$ cat src/rtl/uart_imem_loader_pkg.sv
// Shared types and constants for the UART instruction-memory loader.
package uart_imem_loader_pkg;

  localparam int unsigned DATA_BITS      = 8;
  localparam int unsigned BYTES_PER_WORD = 4;
  localparam int unsigned SYNC_STAGES    = 2;

  typedef enum logic [1:0] {
    RX_IDLE,
    RX_START,
    RX_DATA,
    RX_STOP
  } rx_state_e;

endpackage

$ cat src/rtl/uart_rx_core.sv
// 8N1 UART receiver: input synchronizer, baud counter and RX FSM.
// Emits one-cycle rx_valid / rx_frame_err pulses per completed frame.
module uart_rx_core
  import uart_imem_loader_pkg::*;
#(
  parameter int unsigned BAUD_DIV = 868
) (
  input  logic       clk,
  input  logic       reset,
  input  logic       enable,
  input  logic       abort,
  input  logic       rxd,
  output logic       rx_valid,
  output logic [7:0] rx_data,
  output logic       rx_frame_err,
  output logic       rx_busy
);

  localparam int unsigned CW = $clog2(BAUD_DIV);
  localparam int unsigned BW = $clog2(DATA_BITS);
  localparam logic [CW-1:0] FULL_BIT = CW'(BAUD_DIV - 1);
  localparam logic [CW-1:0] HALF_BIT = CW'(BAUD_DIV / 2 - 1);

  logic [SYNC_STAGES-1:0] sync;
  logic                   rxd_s;
  logic                   rxd_q;
  rx_state_e              state;
  logic [CW-1:0]          cnt;
  logic [BW-1:0]          bit_cnt;
  logic [DATA_BITS-1:0]   shreg;
  logic                   err_wait;

  assign rxd_s = sync[SYNC_STAGES-1];

  // Receiver state machine; rxd_q tracks the previous synced level for edge detection.
  always_ff @(posedge clk or negedge reset) begin
    if (!reset) begin
      sync         <= '1;
      rxd_q        <= 1'b1;
      state        <= RX_IDLE;
      cnt          <= '0;
      bit_cnt      <= '0;
      shreg        <= '0;
      err_wait     <= 1'b0;
      rx_valid     <= 1'b0;
      rx_data      <= '0;
      rx_frame_err <= 1'b0;
      rx_busy      <= 1'b0;
    end else begin
      sync         <= {sync[SYNC_STAGES-2:0], rxd};
      rxd_q        <= rxd_s;
      rx_valid     <= 1'b0;
      rx_frame_err <= 1'b0;
      if (abort) begin
        state    <= RX_IDLE;
        rx_busy  <= 1'b0;
        err_wait <= 1'b0;
      end else begin
        case (state)
          RX_IDLE: begin
            if (enable && rxd_q && !rxd_s) begin
              state   <= RX_START;
              cnt     <= HALF_BIT;
              rx_busy <= 1'b1;
            end
          end
          RX_START: begin
            if (cnt != '0) begin
              cnt <= cnt - CW'(1);
            end else if (!rxd_s) begin
              state   <= RX_DATA;
              cnt     <= FULL_BIT;
              bit_cnt <= '0;
            end else begin
              state   <= RX_IDLE;
              rx_busy <= 1'b0;
            end
          end
          RX_DATA: begin
            if (cnt != '0) begin
              cnt <= cnt - CW'(1);
            end else begin
              shreg   <= {rxd_s, shreg[DATA_BITS-1:1]};
              cnt     <= FULL_BIT;
              bit_cnt <= bit_cnt + BW'(1);
              if (bit_cnt == BW'(DATA_BITS - 1)) state <= RX_STOP;
            end
          end
          RX_STOP: begin
            // After a framing error, hold here until the line returns to idle.
            if (err_wait) begin
              if (rxd_s) begin
                state    <= RX_IDLE;
                rx_busy  <= 1'b0;
                err_wait <= 1'b0;
              end
            end else if (cnt != '0) begin
              cnt <= cnt - CW'(1);
            end else if (rxd_s) begin
              rx_valid <= 1'b1;
              rx_data  <= shreg;
              state    <= RX_IDLE;
              rx_busy  <= 1'b0;
            end else begin
              rx_frame_err <= 1'b1;
              err_wait     <= 1'b1;
            end
          end
          default: begin
            state   <= RX_IDLE;
            rx_busy <= 1'b0;
          end
        endcase
      end
    end
  end

endmodule

$ cat src/rtl/uart_imem_loader.sv
// Loads instruction RAM from a UART byte stream, packing bytes little-endian into words.
// Define UART_IMEM_LOADER_CHECKSUM_EN to build the running word-sum checksum.
module uart_imem_loader
  import uart_imem_loader_pkg::*;
#(
  parameter int unsigned BAUD_DIV = 868,
  parameter int unsigned IMEM_AW  = 14
) (
  input  logic               clk,
  input  logic               reset,
  input  logic               load_imem,
  input  logic               uart_rxd,
  output logic               imem_wr,
  output logic [IMEM_AW-1:0] imem_addr,
  output logic [31:0]        imem_wdata,
  output logic               busy,
  output logic [IMEM_AW:0]   words_written,
  output logic               frame_err,
  output logic [31:0]        checksum
);

  localparam int unsigned WW = IMEM_AW + 1;
  localparam int unsigned IW = $clog2(BYTES_PER_WORD);

  logic          load_q;
  logic          load_rise;
  logic          rx_valid;
  logic [7:0]    rx_data;
  logic          rx_frame_err;
  logic [IW-1:0] byte_idx;
  logic [23:0]   word_buf;

  assign load_rise = load_imem & ~load_q;

  uart_rx_core #(.BAUD_DIV(BAUD_DIV)) u_rx (
    .clk          (clk),
    .reset        (reset),
    .enable       (load_imem),
    .abort        (load_rise),
    .rxd          (uart_rxd),
    .rx_valid     (rx_valid),
    .rx_data      (rx_data),
    .rx_frame_err (rx_frame_err),
    .rx_busy      (busy)
  );

  // Session control, byte packing and write sequencing; a load rising edge overrides all.
  always_ff @(posedge clk or negedge reset) begin
    if (!reset) begin
      load_q        <= 1'b0;
      imem_wr       <= 1'b0;
      imem_addr     <= '0;
      imem_wdata    <= '0;
      words_written <= '0;
      frame_err     <= 1'b0;
      byte_idx      <= '0;
      word_buf      <= '0;
    end else begin
      load_q  <= load_imem;
      imem_wr <= 1'b0;
      if (load_rise) begin
        imem_addr     <= '0;
        words_written <= '0;
        frame_err     <= 1'b0;
        byte_idx      <= '0;
      end else begin
        if (imem_wr) begin
          imem_addr <= imem_addr + IMEM_AW'(1);
          if (!words_written[IMEM_AW]) words_written <= words_written + WW'(1);
        end
        if (load_imem && rx_frame_err) frame_err <= 1'b1;
        if (load_imem && rx_valid) begin
          if (byte_idx == IW'(BYTES_PER_WORD - 1)) begin
            imem_wdata <= {rx_data, word_buf};
            imem_wr    <= 1'b1;
            byte_idx   <= '0;
          end else begin
            case (byte_idx)
              IW'(0):  word_buf[7:0]   <= rx_data;
              IW'(1):  word_buf[15:8]  <= rx_data;
              default: word_buf[23:16] <= rx_data;
            endcase
            byte_idx <= byte_idx + IW'(1);
          end
        end
      end
    end
  end

`ifdef UART_IMEM_LOADER_CHECKSUM_EN
  // Running mod-2^32 sum of every word written this session.
  always_ff @(posedge clk or negedge reset) begin
    if (!reset) begin
      checksum <= '0;
    end else if (load_rise) begin
      checksum <= '0;
    end else if (imem_wr) begin
      checksum <= checksum + imem_wdata;
    end
  end
`else
  assign checksum = '0;
`endif

endmodule

$ cat config.mk
export PLATFORM = sky130hd
export DESIGN_NAME = uart_imem_loader
export DESIGN_NICKNAME = d
export VERILOG_FILES = /design/src/rtl/uart_imem_loader_pkg.sv /design/src/rtl/uart_rx_core.sv /design/src/rtl/uart_imem_loader.sv
export SDC_FILE = /design/constraint.sdc
export NUM_CORES = 1
export LEC_CHECK = 0
export ABC_AREA = 1
export CORE_ASPECT_RATIO = 1.2
export CORE_MARGIN = 4
export CORE_UTILIZATION = 53
export CTS_CLUSTER_DIAMETER = 120
export CTS_CLUSTER_SIZE = 30
export DETAILED_ROUTE_END_ITERATION = 7
export PLACE_DENSITY = 0.76
export SETUP_SLACK_MARGIN = 0.5
export SYNTH_ARGS = -nofsm -noshare
export SYNTH_HDL_FRONTEND = slang
export SYNTH_SLANG_ARGS = --single-unit
$ cat constraint.sdc
create_clock -name clk -period 1.9 [get_ports clk]
set_input_delay 0.19 -clock clk [delete_from_list [all_inputs] [get_ports clk]]
set_output_delay 0.19 -clock clk [all_outputs]
set_load 0.02 [all_outputs]
After elaboration in Yosys (flattened, before gate mapping) --
Index checks and enable logic that the tools add are counted.
Cells by class: add/subtract/negate cells 5, equality and inequality tests 19, muxes and demuxes 53, bitwise gates (word level) 7, reduce and logical (&&, ||, !) cells 26
Operators with widths (number):
- two-way mux 10 bit | 6
- two-way mux 15 bit | 3
- one-hot mux 10 bit (4 select lines) | 1
- two-way mux 14 bit | 2
- two-way mux 2 bit | 12
- two-way mux 1 bit | 23
- AND reduction 5 bit | 4
- adder 15 x 1 -> 15 bit, second input constant | 1
- adder 14 x 1 -> 14 bit, second input constant | 1
- AND reduction 4 bit | 3
- nonzero test 10 bit | 1
- nonzero test 2 bit | 5
- subtractor 10 x 1 -> 10 bit, second input constant | 1
- two-way mux 3 bit | 3
- inequality test 3 bit, second input constant | 3
- inequality test 2 bit, second input constant | 4
- one-hot mux 2 bit (4 select lines) | 1
- == test 2 bit, second input constant | 3
- inequality test 2 x 1 -> 1 bit, second input constant | 3
- inequality test 3 x 2 -> 1 bit, second input constant | 2
- inverter 1 bit | 6
- one-hot mux 3 bit (2 select lines) | 1
- AND reduction 3 bit | 2
- == test 2 x 1 -> 1 bit, second input constant | 2
- 12 further kinds | 17
Word-level totals: register bits after elaboration 128, bits of input ports 4, output and inout bits 96, word-level logic and storage cells 132

Logic depth before layout (Yosys ltp) --
Gate-level depths: netlist of run 1.
depth in word-level cells 5, mapped depth 11

Cells and area by module --
Synthesis of run 1 repeated with hierarchy kept, for this count alone.
Second synthesis, totals: cells, all modules 761, area total of the unflattened synthesis 6373.6 um2
Modules (own cells, without submodules):
- uart_imem_loader | instances 1, cells each 493, area each 4225.3 um2, seq. area each 2252.2 um2
- uart_rx_core | instances 1, cells each 268, area each 2148.3 um2, seq. area each 954.7 um2

Least setup slack after synthesis of run 1 --
OpenSTA, ideal clock, no wires.
path type flip-flop to flip-flop, start point register imem_addr[1], end point register imem_addr[8], library setup time 0.123 ns, arrival 1.411 ns, path slack 0.366 ns, cell stages (with the launch flop) 9, cells stage by stage dfrtp_1 > ha_1 > nand2_1 > nor2_1 > nand2_1 > nor2_1 > nand2_1 > o21ai_0 > a21oi_1
On the way: word-level cells in the longest chain between the ends 3
Ends and longest elaborated chain:
- from (decl) | RTL line uart_imem_loader.sv:14 | output logic [IMEM_AW-1:0] imem_addr,
- from (signal assigned) | RTL line uart_imem_loader.sv:68 | imem_addr <= imem_addr + IMEM_AW'(1);
- adder 14 x 1 -> 14 bit | RTL line uart_imem_loader.sv:68
- two-way mux 14 bit | RTL line uart_imem_loader.sv:67 | if (imem_wr) begin
- two-way mux 14 bit | RTL line uart_imem_loader.sv:61 | if (load_rise) begin
No other way between the ends. The select of a mux whose other input is x is not followed. A chain may end at the register's enable or synchronous reset.

Worst setup path in the final report of run 1 --
start point register u_rx.rxd_q, end point register u_rx.cnt[5]
On the way: word-level cells in the longest chain between the ends 4
Ends and longest elaborated chain:
- from (decl) | RTL line uart_rx_core.sv:26 | logic rxd_q;
- from (signal assigned) | RTL line uart_rx_core.sv:51 | rxd_q <= rxd_s;
- logical AND 1 bit (2 in a row) | RTL line uart_rx_core.sv:61 | if (enable && rxd_q && !rxd_s) begin
- inequality test 2 x 1 -> 1 bit (no line)
- AND reduction 5 bit (no line)
- to (signal assigned) | RTL line uart_rx_core.sv:69 | cnt <= cnt - CW'(1);
- to (signal assigned) | RTL line uart_rx_core.sv:81 | cnt <= cnt - CW'(1);
- to (signal assigned) | RTL line uart_rx_core.sv:98 | cnt <= cnt - CW'(1);
- to (decl) | RTL line uart_rx_core.sv:28 | logic [CW-1:0] cnt;
No other way between the ends.

==> results of run 1 <==
metrics by stage:
step / std cells / hold slack, ps / total power [mW] / util (%)
2_1_floorplan: 750 / -105.6 / 4.264 / -
3_5_place_dp: 934 / 154.2 / 4.567 / 61.94
5_1_grt: 1015 / 187.7 / 9.534 / 75.21
6_report: 1015 / 195.3 / 9.192 / 75.21
4_1_cts: 995 / 133.1 / 8.737 / 71.43
3_3_place_gp: 934 / 150.8 / 4.502 / 61.94
cells in the mapped netlist, types with 2 or more instances:
cell,n
nand3_4,3
nor2_2,5
nor3_1,11
ha_1,13
xnor2_1,3
nand4_1,7
nand2_2,2
nand3_1,27
a21oi_1,16
o21ai_0,72
nor2_1,51
xor2_1,4
clkbuf_1,8
o21ai_1,6
dfstp_2,3
buf_2,7
inv_1,71
dfrtp_1,125
nor2_4,2
buf_4,32
nand2_1,236
inv_2,2
state kept, by name, indices dropped and copies added, names as in the netlist, 2 cells and up:
register,cells
byte_idx,2
u_rx.shreg,8
word_buf,24
u_rx.state,2
u_rx.cnt,10
imem_addr,14
u_rx.sync,2
words_written,15
u_rx.rx_data,8
imem_wdata,32
u_rx.bit_cnt,3
repair_timing:
action	CTS	global route
pin swaps	36	34
buffers inserted	24	19
cloned	4	1
gates resized for setup	145	114
hold endpoints to repair	23	0
endpoints found under the setup margin	143	113
hold buffers	1	0
metal layers:
layer	vias to the layer above	GRT usage [%]	wire length, um
met5	-	0	0
met4	0	8.649	501
met3	46	5.547	1073
met2	261	39.08	8825
met1	2622	27.26	6370
li1	2490	-	-
path summary, 6_finish.rpt:
check | end | slack, ps | cells past startpoint
max in group asynchronous | word_buf[13] | 920 | 3
worst max register to register | u_rx.cnt[5] | 260 | 8
worst min-delay path | u_rx.sync[0] | 200 | 1
worst max-delay path | u_rx.cnt[5] | 260 | 8
min in group asynchronous | imem_wdata[3] | 260 | 2
worst min register to register | u_rx.sync[1] | 360 | 0
cell type report:
cell class | count | area [um2]
inverter | 73 | 290.3
sequential | 128 | 3221
multi-input combinational | 505 | 2899
fill | 717 | 2749
clock inverter | 13 | 211.5
clock buffer | 19 | 442.9
tap | 154 | 192.7
timing repair buffer | 123 | 1082
worst max-delay path: stages (launching register included):
cell and delay, ps:
dfstp_2 550, nand3_1 180, nand2_2 170, inv_2 70, nor2_4 130, nand2_4 80, nor2_4 200, nand2_1 100
o21ai_1 70
cells by family after synthesis:
kind of cell               share of synthesized area, %
and+or+nand+nor                                   24.77
DFF                                               53.13
other                                           0.06213
buffers and inverters                             9.784
AOI/OAI and AO/OA                                 8.541
xor gates and xnor gates                          1.016
adders and majority gates                         2.695
power by group through the flow:
stage / logic, mW / registers [mW] / clock network (mW)
final: 2.59 / 3.04 / 3.56
after global placement: 1.46 / 3.05 / 0
after detailed placement: 1.51 / 3.05 / 0
after global routing: 2.75 / 3.05 / 3.73
after floorplan: 1.23 / 3.03 / 0
after CTS: 2.14 / 3.02 / 3.58
==> flow_summary_export.csv, run 1 <==
group,metric,value,unit
hold_path,hp-start,"uart_rxd",
setup_path,startpoint,"u_rx.rxd_q",
route,vias,5419,
timing,fmax,608.3,MHz
floorplanning,start_util,54.43,%
floorplanning,core-area,11090,um2
cells_and_area,final_cell_mix,"nand2_1 (199), dfrtp_1 (114), inv_1 (55), dlygate4sd2_1 (55), o21ai_0 (40)",
floorplanning,dieArea,13170,um2
timing,drv_slew,0,
synth,synth.area.top_cells,"dfrtp_1 (52%), nand2_1 (15%), o21ai_0 (6.0%), inv_1 (4.4%), buf_4 (4.0%)",
synth,synth_area,6036,um2
route,drt_iter0_markers,365,
place,place_ws,6.891,ps
clocking,cts_made_buffers,17,
timing,hold_viol_final,0,
clocking,cts_root_buf,"clkbuf_16",
setup_path,crit_fanout,8,
grt,antenna_found_initial,0,
flow_run,timing.max_cap.violations,0,
clocking,cts_tree,"built",
power,p_leak,4.235,nW
timing,fin_crit_sh,86.53,%
grt,grt_pass1_vias,5035,
grt,grt_first_pass_wirelength,24.14,mm
place,gp_congestion,0.8888,
setup_path,required,2230,ps
power,switching_share,31.96,%
route,drtPass1Iterations,5,
synth,post-synth-top-area-fraction,51.82,%
power,seqPwrFrac,33.1,%
setup_path,startpoint_type,"flip-flop",
power,p_int,6.254,mW
synth,yosys.area.top_type,"dfrtp_1",
synth,synth-edff-count,0,
synth,ys_warn_count,0,
cells_and_area,nets,865,
route,antenna_left,0,
floorplanning,ios,100,
cells_and_area,area_growth,38.16,%
synth,synthArstFlopShare,100.0,%
synth,ys_seq_elements,128,
synth,netlist_instances,719,
place,dpl.hpwl,9.355,mm
timing,tns,0,ps
clocking,clock-sinks,128,
synth,synthFlopType,"dfrtp_1",
setup_path,arrival,1980,ps
power,comb_power_share,28.2,%
grt,grt_overflow,0,
clocking,cts.clk_slew.worst_paths,60,ps
cells_and_area,final_common_cell,"nand2_1",
grt,grt_max_degree,39,
timing,rsz0062_at_grt,"true",
clocking,clk_latency,410,ps
power,power.switching,2.938,mW
floorplanning,die_h,124.9,um
cells_and_area,layout-drive-gt1-share,26.36,%
grt,track_usage,22.66,%
status,outcome,"complete, no violations",
hold_path,hp-class,"in -> reg",
route,drc,0,
place,port-buffer-count,67,
clocking,cts_buffer_depth,2,
route,drt-total-wl,16.77,mm
synth,seq_area_frac_synth,53.13,%
route,post_drt_wl_per_cell,16.52,um
power,pwr-share-clk,38.7,%
setup_path,timing.rr.start,"u_rx.rxd_q",
power,vdd_ir_drop_max,1054,uV
timing,setup_violations,0,
power,p_per_area,1102,nW/um2
timing,fin_ws,256.0,ps
synth,avgSynthCellArea,8.395,um2
setup_path,crit_path_end_kind,"flip-flop",
clocking,cts_htree_levels,4,
floorplanning,die_w,105.4,um
cells_and_area,fin_area,8339,um2
route,viasPerCell,5.339,
synth,ys_types,35,
cells_and_area,num_antenna_cells,0,
floorplanning,rows,42,
timing,finalCriticalPeriod,1644,ps
place,placed_area,6868,um2
setup_path,crit_type,"reg -> reg",
timing,fin_skew,5.827,ps
No activity file was read; power rests on OpenSTA's default activity.
==> run 2: changes to the inputs <==
Settings changed: GPL_ROUTABILITY_DRIVEN set to 0, GPL_TIMING_DRIVEN set to 0, SLEW_MARGIN set to 25.
==> run 2 against run 1 <==
Cell count up 4.7%. Worst setup slack worse by 43 ps. Die area unchanged. Clock-buffer cell count is the same. Sequential power is essentially flat. Sequential share of layout area is 2.5 points lower. First-iteration DRC count rose by 7.7%. Hold slack got worse by 24 ps. Power decreased by 0.34%.
==> flow_summary_export.csv, run 2 (synthesis results as in run 1) <==
group,metric,value,unit
timing,fmax,592.6,MHz
power,vdd_ir_drop_max,1060,uV
flow_run,timing.max_cap.violations,0,
cells_and_area,final_cell_mix,"nand2_1 (175), dfrtp_1 (113), buf_4 (73)",
power,p_per_area,1026,nW/um2
place,placed_area,7114,um2
floorplanning,rows,42,
route,antenna_left,0,
clocking,cts_root_buf,"clkbuf_16",
clocking,cts_tree,"built",
timing,setup_violations,0,
setup_path,critical_path.max_stage_delay,420,ps
route,drt_iter0_markers,393,
clocking,clk_latency,420,ps
setup_path,startpoint_type,"flip-flop",
floorplanning,core-area,11090,um2
grt,antenna_found_initial,0,
timing,rsz0062_at_grt,"true",
route,drt-total-wl,18.36,mm
clocking,clock-sinks,128,
floorplanning,dieArea,13170,um2
cells_and_area,regMostFlops,"imem_wdata",
timing,finalCriticalPeriod,1687,ps
route,viasPerCell,5.327,
cells_and_area,multi_input_area,3109,um2
setup_path,crit_path_end_kind,"flip-flop",
setup_path,cp_top_family,"simple AND/OR/NAND/NOR gates",
floorplanning,start_util,54.43,%
floorplanning,ios,100,
power,p_leak,4.565,nW
status,outcome,"complete, no violations",
grt,grt_first_pass_wirelength,25.99,mm
place,dp.cells,972,
clocking,cts_htree_levels,4,
setup_path,path_buf_inv,3,
route,drc,0,
timing,fin_skew,8.571,ps
cells_and_area,top_regs,"imem_wdata (32), word_buf (24), words_written (15)",
cells_and_area,fin_area,8931,um2
route,post_drt_wl_per_cell,17.27,um
grt,track_usage,24.46,%
setup_path,crit_fanout,7,
floorplanning,die_h,124.9,um
timing,fin_crit_sh,88.82,%
cells_and_area,num_antenna_cells,0,
setup_path,crit_slowest_cell,"dfrtp_1",
cells_and_area,largest_reg_flops,32,
grt,grt_pass1_vias,5431,
cells_and_area,final-seq-area,3222,um2
clocking,cts_made_buffers,17,
setup_path,required,2250,ps
place,dpl.hpwl,9.515,mm
setup_path,arrival,2040,ps
cells_and_area,fill_cells,613,
cells_and_area,final_common_cell,"nand2_1",
setup_path,crit_type,"reg -> reg",
cells_and_area,nets,913,
cells_and_area,fin_util,80.55,%
hold_path,hp-class,"in -> reg",
setup_path,crit_chain,"inv_2 -> ha_4 -> nand3_4 -> nor2_8 -> nand2_4 -> nand2_4 -> inv_4 -> nand2_4 -> buf_6 -> nand2_2 -> o21ai_1",
setup_path,crit_top_cell,"nand2_4",
floorplanning,die_w,105.4,um
grt,grt_overflow,0,
timing,hold_viol_final,0,
cells_and_area,layout-drive-gt1-share,36.85,%
route,drtPass1Iterations,5,
route,vias,5663,
place,port-buffer-count,67,
timing,drv_slew,0,
cells_and_area,area_growth,47.97,%
clocking,cts_buffer_depth,2,
clocking,cts.clk_slew.worst_paths,60,ps
grt,grt_max_degree,87,
cells_and_area,final_cells,1063,
[run 2: cell type report]
type	count	area share [%]
multi-input cells	501	34.81
clock inverters	13	1.541
repair buffers	127	12.96
plain buffers	48	4.091
inverters	73	3.292
flip-flops and latches	128	36.07
well taps	154	2.157
clock buffers	19	5.071
[run 2: timing repair]
item / in CTS / in global routing
hold buffers: 1 / 0
setup endpoints to repair: 182 / 131
endpoints found under the hold margin: 42 / 0
pin swaps: 27 / 36
gates resized for setup: 179 / 200
gates cloned: 3 / 3
setup buffers: 33 / 19
[run 2: where the power goes]
part           switching, mW  total (mW)  internal, mW
registers              0.197        3.06          2.87
logic                   1.71        2.86          1.15
clock network           1.24        3.24          2.00
total                   3.14        9.16          6.02
[run 2: worst reg2reg max path: stages, from the launching register on]
cell and delay [ps]:
dfrtp_1 420, inv_2 120, ha_4 170, nand3_4 120, nor2_8 240, nand2_4 80
nand2_4 90, inv_4 50, nand2_4 80, buf_6 150, nand2_2 50, o21ai_1 60
[run 2: path summary, 6_finish.rpt]
kind	from	end	slack, ps	depth (start not counted)
min	uart_rxd	u_rx.sync[0]	170	1
max	u_rx.cnt[0]	u_rx.cnt[9]	210	11
max in group asynchronous	reset	u_rx.state[0]	940	3
min in group asynchronous	reset	imem_wdata[30]	230	2
max reg2reg	u_rx.cnt[0]	u_rx.cnt[9]	210	11
min reg2reg	u_rx.sync[0]	u_rx.sync[1]	360	0
[run 2: per-stage QoR]
| step | total power, mW | hold WS [ps] | setup WS [ps] | TNS, ps |
|---|---|---|---|---|
| final | 9.161 | 171.5 | 212.5 | 0 |
| after global routing | 9.511 | 177.2 | 130.9 | 0 |
| after CTS | 8.506 | 169.0 | 365.4 | 0 |
| after detailed placement | 4.648 | 97.52 | -120.1 | -3520 |
| after global placement | 4.562 | 346.4 | -4612 | -529000 |
| after floorplan | 4.264 | -105.6 | 467.5 | 0 |
[run 2: per-layer routing]
| layer | GRT usage, % | part of all wire [%] | wire, um |
|---|---|---|---|
| met5 | 0 | 0 | 0 |
| met1 | 29.59 | 37 | 6760 |
| met2 | 42.00 | 54 | 9855 |
| met3 | 5.340 | 5.6 | 1024 |
| met4 | 10.35 | 3.9 | 718 |
